===== src/rtl/mc_maindec.sv =====
// Multicycle MIPS main controller: sequences fetch/decode/execute/memory/writeback
// and drives the ALU-decoder aluop plus all datapath selects and write enables.
module mc_maindec #(
   parameter bit WAIT_MEM = 1'b1
) (
   input  logic       clk,
   input  logic       reset,
   input  logic [5:0] op,
   input  logic       zero,
   input  logic       memready,
   output logic [1:0] aluop,
   output logic       alusrca,
   output logic [1:0] alusrcb,
   output logic [1:0] pcsrc,
   output logic       iord,
   output logic       regdst,
   output logic       memtoreg,
   output logic       irwrite,
   output logic       regwrite,
   output logic       memwrite,
   output logic       pcen,
   output logic       illegal,
   output logic [3:0] state
);

   typedef enum logic [3:0] {
      FETCH   = 4'd0,
      DECODE  = 4'd1,
      MEMADR  = 4'd2,
      MEMRD   = 4'd3,
      MEMWB   = 4'd4,
      MEMWR   = 4'd5,
      RTYPEEX = 4'd6,
      RTYPEWB = 4'd7,
      BEQEX   = 4'd8,
      ADDIEX  = 4'd9,
      ADDIWB  = 4'd10,
      JEX     = 4'd11
   } state_t;

   localparam logic [5:0] OP_LW    = 6'b100011;
   localparam logic [5:0] OP_SW    = 6'b101011;
   localparam logic [5:0] OP_RTYPE = 6'b000000;
   localparam logic [5:0] OP_BEQ   = 6'b000100;
   localparam logic [5:0] OP_ADDI  = 6'b001000;
   localparam logic [5:0] OP_J     = 6'b000010;

   state_t cur, nxt;
   logic   ready;
   logic   pcwrite, branch;
   logic   irwrite_raw, regwrite_raw, memwrite_raw, illegal_raw;

   assign ready = WAIT_MEM ? memready : 1'b1;

   // NOTE: sequential state uses non-blocking assignment so every flop samples pre-edge values.
   always_ff @(posedge clk or posedge reset) begin
      if (reset) cur <= FETCH;
      else       cur <= nxt;
   end

   // NOTE: every signal gets a default before the case, so no path leaves it unassigned (no latch).
   always_comb begin
      nxt         = FETCH;
      illegal_raw = 1'b0;
      case (cur)
         FETCH:   nxt = ready ? DECODE : FETCH;
         DECODE: begin
            case (op)
               OP_LW, OP_SW: nxt = MEMADR;
               OP_RTYPE:     nxt = RTYPEEX;
               OP_BEQ:       nxt = BEQEX;
               OP_ADDI:      nxt = ADDIEX;
               OP_J:         nxt = JEX;
               default:      illegal_raw = 1'b1;
            endcase
         end
         MEMADR:  nxt = (op == OP_LW) ? MEMRD : MEMWR;
         MEMRD:   nxt = ready ? MEMWB : MEMRD;
         MEMWR:   nxt = ready ? FETCH : MEMWR;
         RTYPEEX: nxt = RTYPEWB;
         ADDIEX:  nxt = ADDIWB;
         default: nxt = FETCH;
      endcase
   end

   always_comb begin
      aluop        = 2'b00;
      alusrca      = 1'b0;
      alusrcb      = 2'b00;
      pcsrc        = 2'b00;
      iord         = 1'b0;
      regdst       = 1'b0;
      memtoreg     = 1'b0;
      irwrite_raw  = 1'b0;
      regwrite_raw = 1'b0;
      memwrite_raw = 1'b0;
      pcwrite      = 1'b0;
      branch       = 1'b0;
      case (cur)
         FETCH: begin
            alusrcb     = 2'b01;
            irwrite_raw = ready;
            pcwrite     = ready;
         end
         DECODE:  alusrcb = 2'b11;
         MEMADR: begin
            alusrca = 1'b1;
            alusrcb = 2'b10;
         end
         MEMRD:   iord = 1'b1;
         MEMWB: begin
            memtoreg     = 1'b1;
            regwrite_raw = 1'b1;
         end
         MEMWR: begin
            iord         = 1'b1;
            memwrite_raw = 1'b1;
         end
         RTYPEEX: begin
            alusrca = 1'b1;
            aluop   = 2'b10;
         end
         RTYPEWB: begin
            regdst       = 1'b1;
            regwrite_raw = 1'b1;
         end
         BEQEX: begin
            alusrca = 1'b1;
            aluop   = 2'b01;
            pcsrc   = 2'b01;
            branch  = 1'b1;
         end
         ADDIEX: begin
            alusrca = 1'b1;
            alusrcb = 2'b10;
         end
         ADDIWB:  regwrite_raw = 1'b1;
         JEX: begin
            pcsrc   = 2'b10;
            pcwrite = 1'b1;
         end
         default: ;
      endcase
   end

   // Write enables are suppressed combinationally so nothing strobes while reset is high.
   assign irwrite  = irwrite_raw  & ~reset;
   assign regwrite = regwrite_raw & ~reset;
   assign memwrite = memwrite_raw & ~reset;
   assign illegal  = illegal_raw  & ~reset;
   assign pcen     = ~reset & (pcwrite | (branch & zero));
   assign state    = cur;

endmodule


===== config.mk =====
export PLATFORM = sky130hd
export DESIGN_NAME = mc_maindec
export DESIGN_NICKNAME = d
export VERILOG_FILES = /design/src/rtl/mc_maindec.sv
export SDC_FILE = /design/constraint.sdc
export NUM_CORES = 1
export LEC_CHECK = 0
export BUFFER_PORTS_ARGS = -buffer_cell sky130_fd_sc_hd__buf_2
export CORE_MARGIN = 1
export CORE_UTILIZATION = 43
export CTS_BUF_LIST = sky130_fd_sc_hd__clkbuf_16
export CTS_CLUSTER_SIZE = 14
export DETAILED_ROUTE_END_ITERATION = 6
export PLACE_DENSITY = 0.81
export SETUP_SLACK_MARGIN = 0.3
export SLEW_MARGIN = 0
export SYNTH_ARGS = -nofsm -noshare
export SYNTH_HDL_FRONTEND = slang
export SYNTH_SLANG_ARGS = --single-unit

===== constraint.sdc =====
create_clock -name clk -period 1.6 [get_ports clk]
set_clock_uncertainty 0.05 [all_clocks]
set_input_delay 0.16 -clock clk [delete_from_list [all_inputs] [get_ports clk]]
set_output_delay 0.16 -clock clk [all_outputs]
set_load 0.02 [all_outputs]

==> out/summary.md, run 1 <==
### Timing
* **final total negative setup slack** 0 ns
* **period utilisation layout** 99.1%
* **number of pins exceeding their max-slew limit in the final report** 0
* **unrepaired setup endpoints after global routing** yes
* **achievable frequency** 630 MHz
* **number of setup violations in the final report** 0
* **endpoints failing hold** 0
* **clock period minus worst slack** 1.59 ns
* **Relative slew margins** 71.7%
* **worst slew pin tran** 0.421 ns

### Global routing
* **grt met1 use** 34.9%
* **pin count of the biggest net entering global routing** 11
* **vias in the first global route** 717
* **initial antenna violation count** 0
* **met3 usage in global routing** 6.98%
* **grt total ovfl** 0
* **grt met2 use** 58.9%
* **wire length of the first global-routing pass** 3260 um
* **GRT Resource Usage Total** 32.8%
* **GRT busiest layer** met2

### Finish
* **area of all placed cells without fillers** 1100 um2
* **# diodes** 0
* **NumNets Final** 131
* **max FFs per register** 4
* **final-layout fill cell count** 37
* **area used by multi-input combinational logic** 531 um2
* **sequential cell area** 105 um2
* **post-layout util** 93.8%
* **share of final-layout standard cells stronger than drive strength 1** 63.9%
* **signed area change from the synthesized netlist to the final layout** 93.8%

### Critical path
* **data required time at the worst endpoint** 1.39 ns
* **critical register-to-register path startpoint** state[1]$_DFF_PP0_
* **element type at the critical path end** output pin
* **maximum cell stage delay along the critical path** 0.43 ns
* **cell repeated most along the worst path** buf_6
* **cells along the critical path** buf_6 > and2_1 > o21ai_2 > a211oi_4 > buf_6
* **startpoint of the worst setup timing path** state[0]$_DFF_PP0_
* **critical-path maximum fanout** 6
* **critical path data arrival time** 1.38 ns
* **cell with the biggest individual delay on the critical path** dfrtp_2
* **critical path class** flop to output pin
* **startpoint types** flop

### Synth
* **synthesized area per cell** 7.27 um2
* **Yosys reg bits** 4
* **fraction of registers with async set/reset** 100%
* **list of most frequent post-synthesis cells** nor2_1, nor3_1
* **Syn Inst Count** 78
* **count leader, synth** nor2_1
* **area share of the largest cell type after synthesis** 17.7%
* **Synthesis Warnings** 0
* **Synth Flop Type** dfrtp_1
* **Net Count, Synth** 88
* **cell accounting for the most synthesized area** dfrtp_1
* **number of enable flip-flop cells after synthesis** 0
* **sequential cell area fraction in the yosys report** 17.7%
* **netlist area before placement** 567 um2
* **distinct cell type count after synthesis** 34
* **biggest area contributors in the synthesized netlist** dfrtp_1, nor3_1, nor2_1

### Floorplan
* **count of pins on the block boundary** 29
* **die width** 38.3 um
* **vertical extent of the die** 38.3 um
* **Core Region** 1170 um2
* **initial standard-cell utilization of the core** 48.4%
* **total number of placement rows** 12
* **DIE AREA** 1470 um2

### Routing
* **via count** 852
* **drc violations** 0
* **average vias per placed instance** 6.41
* **initial DRC count** 51
* **DRT antenna net count** 0
* **per-cell routed wire length** 20.3 um
* **Routed WL** 2700 um
* **detailed-router iteration count before antenna repair** 5

### Clock tree
* **clock buffer count from CTS** 3
* **clock tree root driver cell** clkbuf_16
* **Worst-path clk slew** 0.04 ns
* **maximum level of the CTS H-tree** 1
* **CTS tree** built
* **Bufs on Longest Clock Path** 2
* **insertion delay of the later-clocked pin in the worst-skew pair** 0.23 ns
* **count of clock tree sinks** 4

### Power
* **clock group share of total power** 34.3%
* **P per Cell Area** 1070 nW/um2
* **internal power of the cells** 729 uW
* **net switching power** 445 uW
* **static leakage** 0.000502 uW
* **Comb pwr share** 52.8%
* **Peak VDD IR** 0.994 mV
* **fraction of power spent switching nets** 37.9%
* **Seq pwr share** 12.9%

### Placed design
* **number of buffers inserted by port buffering** 28
* **post-detail-place hpwl** 1160 um
* **weighted congestion at the end of routability-driven global placement** 0.811
* **placed instance area** 748 um2

### Flow run
* **max-cap viol count** 0

### Outcome
* **status** finished clean

### Worst hold path
* **HP Class** input pin to flop
* **source of the worst hold timing path** op[0]

## critical path, delay by kind of cell (launching register included)
kind            cells  cell delay [ns]
buf+inv             2             0.27
flops               1             0.43
compound gates      2             0.28
simple gates        1             0.15
## cells by family after synthesis
group | count (synthesis) | share of synthesized area (%)
compound gates | 17 | 22.3
flops | 4 | 17.7
buf+inv | 8 | 10.4
simple gates | 46 | 45.0
xor+xnor | 3 | 4.64
## final cells by class
cell class                      instances  share of cell area [%]
Clock buffer                            3                    6.83
Timing Repair Buffer                   45                    33.4
Sequential cell                         4                    9.57
Tap cell                               14                    1.59
Inverter                                1                   0.342
Multi-Input combinational cell         66                    48.3
## worst paths after layout
path                            cells after the start  slack [ns]            endpoint
worst min-delay path                                3        0.27  state[0]$_DFF_PP0_
max in group asynchronous                           3        0.84  state[2]$_DFF_PP0_
worst min register to register                      3        0.78  state[3]$_DFF_PP0_
worst max-delay path                                5        0.01                pcen
worst max register to register                      5        0.12  state[2]$_DFF_PP0_
min in group asynchronous                           3        0.43  state[0]$_DFF_PP0_
## per-layer routing
metal  part of all wire [%]  vias to the layer above  wire length [um]
met1                     40                      397              1080
met5                      0                        -                 0
li1                       -                      369                 -
met2                     48                       71              1290
met4                    3.3                        0                89
met3                    8.9                       15               239
## metrics by stage
step / total power [uW] / hold slack (ns) / setup WS, ns / std cells
CTS: 1050 / 0.218 / 0.0535 / 130
global placement: 515 / 0.0650 / 0.206 / 116
global route: 1210 / 0.271 / -0.0229 / 133
finish: 1170 / 0.272 / 0.0137 / 133
detailed placement: 521 / 0.0689 / 0.168 / 116
floorplan: 441 / -0.115 / 0.165 / 78
## what timing repair did
| action | in CTS | in global routing |
|---|---|---|
| buffers inserted | 10 | 3 |
| endpoints found under the hold margin | 4 | 0 |
| cloned | 0 | 0 |
| gates resized for setup | 32 | 14 |
| endpoints found under the setup margin | 17 | 19 |
| hold buffers | 1 | 0 |
| pin swaps | 7 | 2 |
## cells in the final DEF (no fill, tap or decap), drive strengths merged
cell type and count:
xnor2 2, o22ai 1, nor3b 3, o211ai 1
a211oi 1, a2111o 1, buf 44, and2 1
nor2b 4, a21oi 3, o21ai 4, or3 1
and3 3, and4b 2, dlygate4sd3 1, and2b 1
xor2 1, o21a 1, nand4 1, nor3 9
o211a 2, nor4 1, nand3b 1, nand2b 4
o221ai 1, nand3 1, dfrtp 4, a221oi 1
o31ai 1, nor2 10, inv 1, nand2 4
clkbuf 3
## power by group through the flow
stage          combinational, uW  clock [uW]  sequential, uW
2_1_floorplan                284           0             157
3_3_place_gp                 348           0             167
3_5_place_dp                 352           0             169
4_1_cts                      516         390             148
5_1_grt                      642         414             153
6_report                     620         403             152
No activity file was read; power rests on OpenSTA's default activity.
==> run 2: changes to the inputs <==
CORE_UTILIZATION = 39   (was 43)
PLACE_DENSITY = 0.78   (was 0.81)
clock period = 1.31 ns   (was 1.6 ns; I/O delays follow)
==> out/summary.md, run 2 <==
### Synth
* **Synthesis Warnings** 0, unchanged
* **list of most frequent post-synthesis cells** nor2_1, nor3_1
* **area share of the largest cell type after synthesis** 17.7%, unchanged
* **sequential cell area fraction in the yosys report** 17.7%, unchanged
* **Synth Flop Type** dfrtp_1
* **count leader, synth** nor2_1
* **cell accounting for the most synthesized area** dfrtp_1
* **biggest area contributors in the synthesized netlist** dfrtp_1, nor3_1, nor2_1
* **number of enable flip-flop cells after synthesis** 0, unchanged
* **netlist area before placement** 567 um2, unchanged
* **Net Count, Synth** 88, unchanged
* **fraction of registers with async set/reset** 100%, unchanged
* **synthesized area per cell** 7.27 um2, unchanged
* **distinct cell type count after synthesis** 34, unchanged
* **Yosys reg bits** 4, unchanged
* **Syn Inst Count** 78, unchanged

### Placed design
* **worst setup timing slack at the placement stage** -0.0242 ns, -0.192 ns
* **number of buffers inserted by port buffering** 28, unchanged
* **post-detail-place hpwl** 1560 um, +34%
* **weighted congestion at the end of routability-driven global placement** 0.906, +12%

### Clock tree
* **maximum level of the CTS H-tree** 1, unchanged
* **count of clock tree sinks** 4, unchanged
* **Bufs on Longest Clock Path** 2, unchanged
* **clock buffer count from CTS** 3, unchanged
* **clock tree root driver cell** clkbuf_16

### Floorplan
* **vertical extent of the die** 40.1 um, +4.7%
* **initial standard-cell utilization of the core** 42.5%, -5.9 points
* **total number of placement rows** 13, +1
* **die width** 40.1 um, +4.7%
* **count of pins on the block boundary** 29, unchanged

### Outcome
* **first error** [ERROR DPL-0038] Utilization greater than 100%, impossible to legalize
* **Halt Stage** global routing (5_1_grt)
* **status** stopped before the end

### Timing
* **Worst End Pin Type** output port
* **worst endpoint after global-route timing repair** pcen

### Global routing
* **pin count of the biggest net entering global routing** 9

-- run 2: cell counts after synthesis --
No cell type changed its count.
-- run 2: stage by stage --
step	instances	area, um2
after floorplan	78	687
after CTS	144	1230
after detailed placement	132	922
after global placement	132	922
-- run 2: what timing repair did --
item,CTS
endpoints found under the hold margin,4
setup buffers,8
hold buffers,1
gates resized for setup,52
pin swaps,7
endpoints found under the setup margin,23
-- run 2: cells by family after synthesis --
logic type / count (synthesis) / synth area share (%)
AO/OA/AOI/OAI: 17 / 22.3
XOR/XNOR: 3 / 4.64
buffers and inverters: 8 / 10.4
flip-flops: 4 / 17.7
AND/OR/NAND/NOR: 46 / 45.0
==> run 3: changes to the inputs <==
CORE_AREA = 2 2 63 65   (was unset)
CORE_MARGIN = unset   (was 1)
CORE_UTILIZATION = unset   (was 39)
CTS_BUF_LIST = unset   (was sky130_fd_sc_hd__clkbuf_16)
CTS_CLUSTER_SIZE = unset   (was 14)
DIE_AREA = 0 0 65 67   (was unset)
PLACE_DENSITY = unset   (was 0.78)
PLACE_DENSITY_LB_ADDON = 0.15   (was unset)
SETUP_SLACK_MARGIN = unset   (was 0.3)
clock period = 1.7 ns   (was 1.31 ns; I/O delays follow)
==> out/summary.md, run 3 (synthesis results as in run 1) <==
### Outcome
* **status** finished clean

### Clock tree
* **clock buffer count from CTS** 3, unchanged
* **clock tree root driver cell** clkbuf_8
* **count of clock tree sinks** 4, unchanged
* **CTS tree** built
* **insertion delay of the later-clocked pin in the worst-skew pair** 0.22 ns
* **maximum level of the CTS H-tree** 1, unchanged
* **Bufs on Longest Clock Path** 2, unchanged
* **Worst-path clk slew** 0.03 ns

### Routing
* **DRT antenna net count** 0
* **detailed-router iteration count before antenna repair** 4
* **per-cell routed wire length** 11.7 um
* **average vias per placed instance** 4.44
* **initial DRC count** 33
* **via count** 702
* **drc violations** 0
* **Routed WL** 1850 um

### Power
* **P per Cell Area** 834 nW/um2
* **net switching power** 290 uW
* **Comb pwr share** 50.5%
* **Peak VDD IR** 0.128 mV
* **fraction of power spent switching nets** 42.0%
* **internal power of the cells** 402 uW
* **Seq pwr share** 20.7%
* **clock group share of total power** 28.8%
* **static leakage** 0.000404 uW

### Floorplan
* **vertical extent of the die** 67 um, +67%
* **count of pins on the block boundary** 29, unchanged
* **die width** 65 um, +62%
* **initial standard-cell utilization of the core** 15.7%, -27 points
* **Core Region** 3610 um2
* **total number of placement rows** 22, +9
* **DIE AREA** 4360 um2

### Timing
* **minimum hold slack** 0.282 ns
* **achievable frequency** 628 MHz
* **clock period minus worst slack** 1.59 ns
* **period utilisation layout** 93.6%
* **worst slew pin tran** 0.323 ns
* **number of setup violations in the final report** 0
* **Relative slew margins** 78.2%
* **unrepaired setup endpoints after global routing** no
* **number of pins exceeding their max-slew limit in the final report** 0
* **final total negative setup slack** 0 ns
* **endpoints failing hold** 0

### Global routing
* **GRT Resource Usage Total** 8.83%
* **wire length of the first global-routing pass** 2990 um
* **vias in the first global route** 656
* **grt total ovfl** 0
* **pin count of the biggest net entering global routing** 16
* **initial antenna violation count** 0

### Placed design
* **weighted congestion at the end of routability-driven global placement** 0.720, -21%
* **number of buffers inserted by port buffering** 28, unchanged
* **post-detail-place hpwl** 1430 um, -7.9%

### Finish
* **# diodes** 0
* **NumNets Final** 122
* **share of final-layout standard cells stronger than drive strength 1** 41.8%
* **signed area change from the synthesized netlist to the final layout** 46.4%
* **top library cells by usage in the layout, fill and taps aside** buf_2, nor2_1, nor3_1, buf_4
* **post-layout util** 23.0%
* **max FFs per register** 4
* **final-layout fill cell count** 415
* **most common cell after layout, fill and taps aside** buf_2

### Critical path
* **startpoint types** flop
* **data required time at the worst endpoint** 1.48 ns
* **critical path data arrival time** 1.37 ns
* **critical path class** flop to output pin
* **critical-path maximum fanout** 9
* **element type at the critical path end** output pin

### Worst hold path
* **HP Class** input pin to flop

### Flow run
* **max-cap viol count** 0

## run 3: critical path: stages (launching register included)
cell and delay (ns):
dfrtp_2 0.46, nor3_1 0.29, and4b_1 0.24, buf_2 0.16
## run 3: per-stage QoR
step / cells / setup slack, ns / instance area [um2] / power [uW]
2_1_floorplan: 78 / 0.00243 / 572 / 372
3_3_place_gp: 152 / 0.205 / 754 / 482
3_5_place_dp: 152 / 0.196 / 754 / 483
4_1_cts: 156 / 0.0423 / 812 / 691
5_1_grt: 158 / 0.0184 / 830 / 739
6_report: 158 / 0.109 / 830 / 692
## run 3: power by group through the flow
| stage | combinational, uW | clock (uW) | sequential, uW |
|---|---|---|---|
| 2_1_floorplan | 229 | 0 | 143 |
| 3_3_place_gp | 337 | 0 | 145 |
| 3_5_place_dp | 336 | 0 | 147 |
| 4_1_cts | 340 | 203 | 147 |
| 5_1_grt | 383 | 207 | 149 |
| 6_report | 350 | 199 | 143 |
## run 3: per-layer routing
metal | wire (um) | vias to the layer above | share of wire (%) | global-route usage [%]
met2 | 948 | 28 | 51 | 16.5
met4 | 53 | 0 | 2.9 | 5.59
met5 | 0 | - | 0 | 0
met1 | 744 | 321 | 40 | 9.27
li1 | - | 347 | - | -
met3 | 105 | 6 | 5.7 | 1.18
## run 3: final cells by class
type / count / area (um2) / area share, %
flip-flops and latches: 4 / 104 / 12.5
multi-input cells: 66 / 420 / 50.7
clock buffers: 3 / 41.3 / 4.98
well taps: 48 / 60.1 / 7.24
inverters: 1 / 3.75 / 0.452
repair buffers: 36 / 200 / 24.1
## run 3: worst paths after layout
kind | cells after the start | endpoint | slack, ns | start
max | 3 | illegal | 0.11 | state[3]$_DFF_PP0_
min | 3 | state[0]$_DFF_PP0_ | 0.28 | op[0]
max reg2reg | 4 | state[2]$_DFF_PP0_ | 0.38 | state[2]$_DFF_PP0_
min reg2reg | 3 | state[3]$_DFF_PP0_ | 0.73 | state[1]$_DFF_PP0_
max in group asynchronous | 3 | state[3]$_DFF_PP0_ | 1.03 | reset
min in group asynchronous | 3 | state[2]$_DFF_PP0_ | 0.40 | reset
## run 3: what timing repair did
| action | CTS | global route |
|---|---|---|
| gates cloned | 0 | 0 |
| pin swaps | 0 | 0 |
| buffers inserted | 0 | 2 |
| endpoints found under the setup margin | 1 | 2 |
| hold endpoints to repair | 4 | 0 |
| gates resized for setup | 4 | 1 |
| hold buffers | 1 | 0 |
==> run 4: changes to the inputs <==
PLACE_DENSITY = 0.35   (was unset)
PLACE_DENSITY_LB_ADDON = unset   (was 0.15)
==> out/summary.md, run 4 (synthesis results as in run 1) <==
### Global routing
* **initial antenna violation count** 0, unchanged
* **grt total ovfl** 0, unchanged
* **met3 usage in global routing** 1.69%, +0.51 points
* **wire length of the first global-routing pass** 3010 um, +0.47%
* **vias in the first global route** 621, -5.3%
* **grt met2 use** 15.1%, -1.4 points
* **GRT Resource Usage Total** 9.05%, +0.21 points
* **grt met1 use** 11.6%, +2.3 points
* **GRT busiest layer** met2
* **pin count of the biggest net entering global routing** 16, unchanged

### Power
* **P per Cell Area** 817 nW/um2, -2.0%
* **Peak VDD IR** 0.155 mV, +21%
* **overall power of the completed layout** 709 uW, +2.4%
* **static leakage** 0.000425 uW, +5.1%

### Routing
* **via count** 700, -0.28%
* **DRT antenna net count** 0, unchanged
* **per-cell routed wire length** 11.7 um, +0.26%
* **Routed WL** 1890 um, +2.2%
* **detailed-router iteration count before antenna repair** 4, unchanged
* **drc violations** 0, unchanged
* **initial DRC count** 43, +30%
* **average vias per placed instance** 4.35, -2.1%

### Critical path
* **data required time at the worst endpoint** 1.48 ns, about the same
* **critical register-to-register path startpoint** state[2]$_DFF_PP0_
* **cell with the biggest individual delay on the critical path** dlygate4sd3_1
* **flop2flop setup slack** 0.37 ns, about the same
* **maximum cell stage delay along the critical path** 0.53 ns, +0.07 ns
* **critical path class** input pin to output pin
* **cells along the critical path** dlygate4sd3_1 > buf_2 > nor3_2 > and4b_1 > buf_2
* **cell repeated most along the worst path** buf_2
* **element type at the critical path end** output pin
* **R2R cell count** 4, unchanged
* **critical path data arrival time** 1.44 ns, +0.07 ns
* **destination of the worst register-to-register timing path** state[2]$_DFF_PP0_
* **Buffers & Inverters on Critical Path** 3, +2
* **critical-path maximum fanout** 4, -5
* **startpoint types** input pin
* **top cell family by delay on the critical path** buffers and inverters

### Clock tree
* **insertion delay of the later-clocked pin in the worst-skew pair** 0.21 ns, about the same
* **clock tree root driver cell** clkbuf_8
* **count of clock tree sinks** 4, unchanged
* **Bufs on Longest Clock Path** 2, unchanged
* **clock buffer count from CTS** 3, unchanged
* **maximum level of the CTS H-tree** 1, unchanged
* **Worst-path clk slew** 0.03 ns, about the same
* **CTS tree** built

### Worst hold path
* **Min-Delay Endpoint** state[0]$_DFF_PP0_
* **source of the worst hold timing path** op[5]
* **HP Class** input pin to flop
* **Hold Crit Depth** 3, unchanged

### Timing
* **number of pins exceeding their max-slew limit in the final report** 0, unchanged
* **period utilisation layout** 97.5%, +3.9 points
* **clock period minus worst slack** 1.66 ns, +0.0666 ns
* **worst slew pin tran** 0.392 ns, +0.0682 ns
* **endpoints failing hold** 0, unchanged
* **unrepaired setup endpoints after global routing** no
* **final total negative setup slack** 0 ns, unchanged
* **achievable frequency** 603 MHz, -4.0%
* **Relative slew margins** 73.6%, -4.6 points
* **number of setup violations in the final report** 0, unchanged

### Placed design
* **post-detail-place hpwl** 1460 um, +2.0%
* **number of buffers inserted by port buffering** 28, unchanged
* **weighted congestion at the end of routability-driven global placement** 0.734, +1.9%

### Floorplan
* **vertical extent of the die** 67 um, unchanged
* **DIE AREA** 4360 um2, unchanged
* **die width** 65 um, unchanged
* **Core Region** 3610 um2, unchanged
* **initial standard-cell utilization of the core** 15.7%, unchanged
* **count of pins on the block boundary** 29, unchanged
* **total number of placement rows** 22, unchanged

### Finish
* **signed area change from the synthesized netlist to the final layout** 53.0%
* **area used by multi-input combinational logic** 430 um2, +2.4%
* **# diodes** 0, unchanged
* **most common cell after layout, fill and taps aside** buf_2
* **sequential cell area** 104 um2, unchanged
* **share of final-layout standard cells stronger than drive strength 1** 45.1%, +3.3 points
* **max FFs per register** 4, unchanged
* **top library cells by usage in the layout, fill and taps aside** buf_2, buf_4, nor2_1, nor3_1
* **final-layout fill cell count** 418, +0.72%
* **post-layout util** 24.0%, +1.0 points
* **NumNets Final** 125, +2.5%

### Outcome
* **status** finished clean

### Flow run
* **max-cap viol count** 0, unchanged

[run 4: cell count changes in the layout (fill, tap and decap cells not counted), sizes merged]
cell,previous run,this run
buf,34,38
clkbuf,4,3
[run 4: stage by stage]
| step | cell area [um2] | hold slack (ns) | cells | setup WS [ns] |
|---|---|---|---|---|
| detailed placement | 754 | 0.0593 | 152 | 0.152 |
| floorplan | 572 | -0.106 | 78 | 0.00243 |
| global route | 867 | 0.325 | 161 | 0.00986 |
| global placement | 754 | 0.0637 | 152 | 0.172 |
| finish | 867 | 0.282 | 161 | 0.0420 |
| CTS | 830 | 0.280 | 158 | 0.0222 |
[run 4: layout make-up]
cell class,instances,area share [%]
clock buffers,3,4.76
well taps,48,6.93
multi-input cells,66,49.6
flip-flops and latches,4,12.0
repair buffers,39,26.3
inverters,1,0.433
[run 4: repair_timing]
| item | 4_1_cts | 5_1_grt |
|---|---|---|
| hold buffers | 1 | 0 |
| resized for setup | 4 | 4 |
| pin swaps | 0 | 1 |
| setup endpoints to repair | 5 | 2 |
| buffers inserted | 2 | 3 |
| hold endpoints to repair | 4 | 0 |
[run 4: how the worst max path moves through the flow]
stage / start / to / cells after the start
after floorplan: state[1]$_DFF_PP0_ / pcen / 4
after global placement: state[1]$_DFF_PP0_ / regwrite / 4
after detailed placement: state[1]$_DFF_PP0_ / pcen / 4
after CTS: reset / illegal / 5
after global routing: reset / illegal / 5
final: reset / illegal / 5
[run 4: worst min-delay path: cells and delay by family]
| kind | cells | cell delay, ns |
|---|---|---|
| buffers and inverters | 1 | 0.12 |
| and+or+nand+nor | 1 | 0.12 |
| AOI/OAI and AO/OA | 1 | 0.08 |
[run 4: layer usage]
layer  vias up  share of wire (%)
li1        353                  -
met1       309                 45
met2        38                 46
met3         0                9.2
met4         0                  0
met5         -                  0
[run 4: report_power, final]
group          switching (uW)  internal (uW)  total [uW]  leakage, uW
logic                     219            155         373     0.000354
registers                28.4            111         140    0.0000492
clock network            45.2            151         196    0.0000216
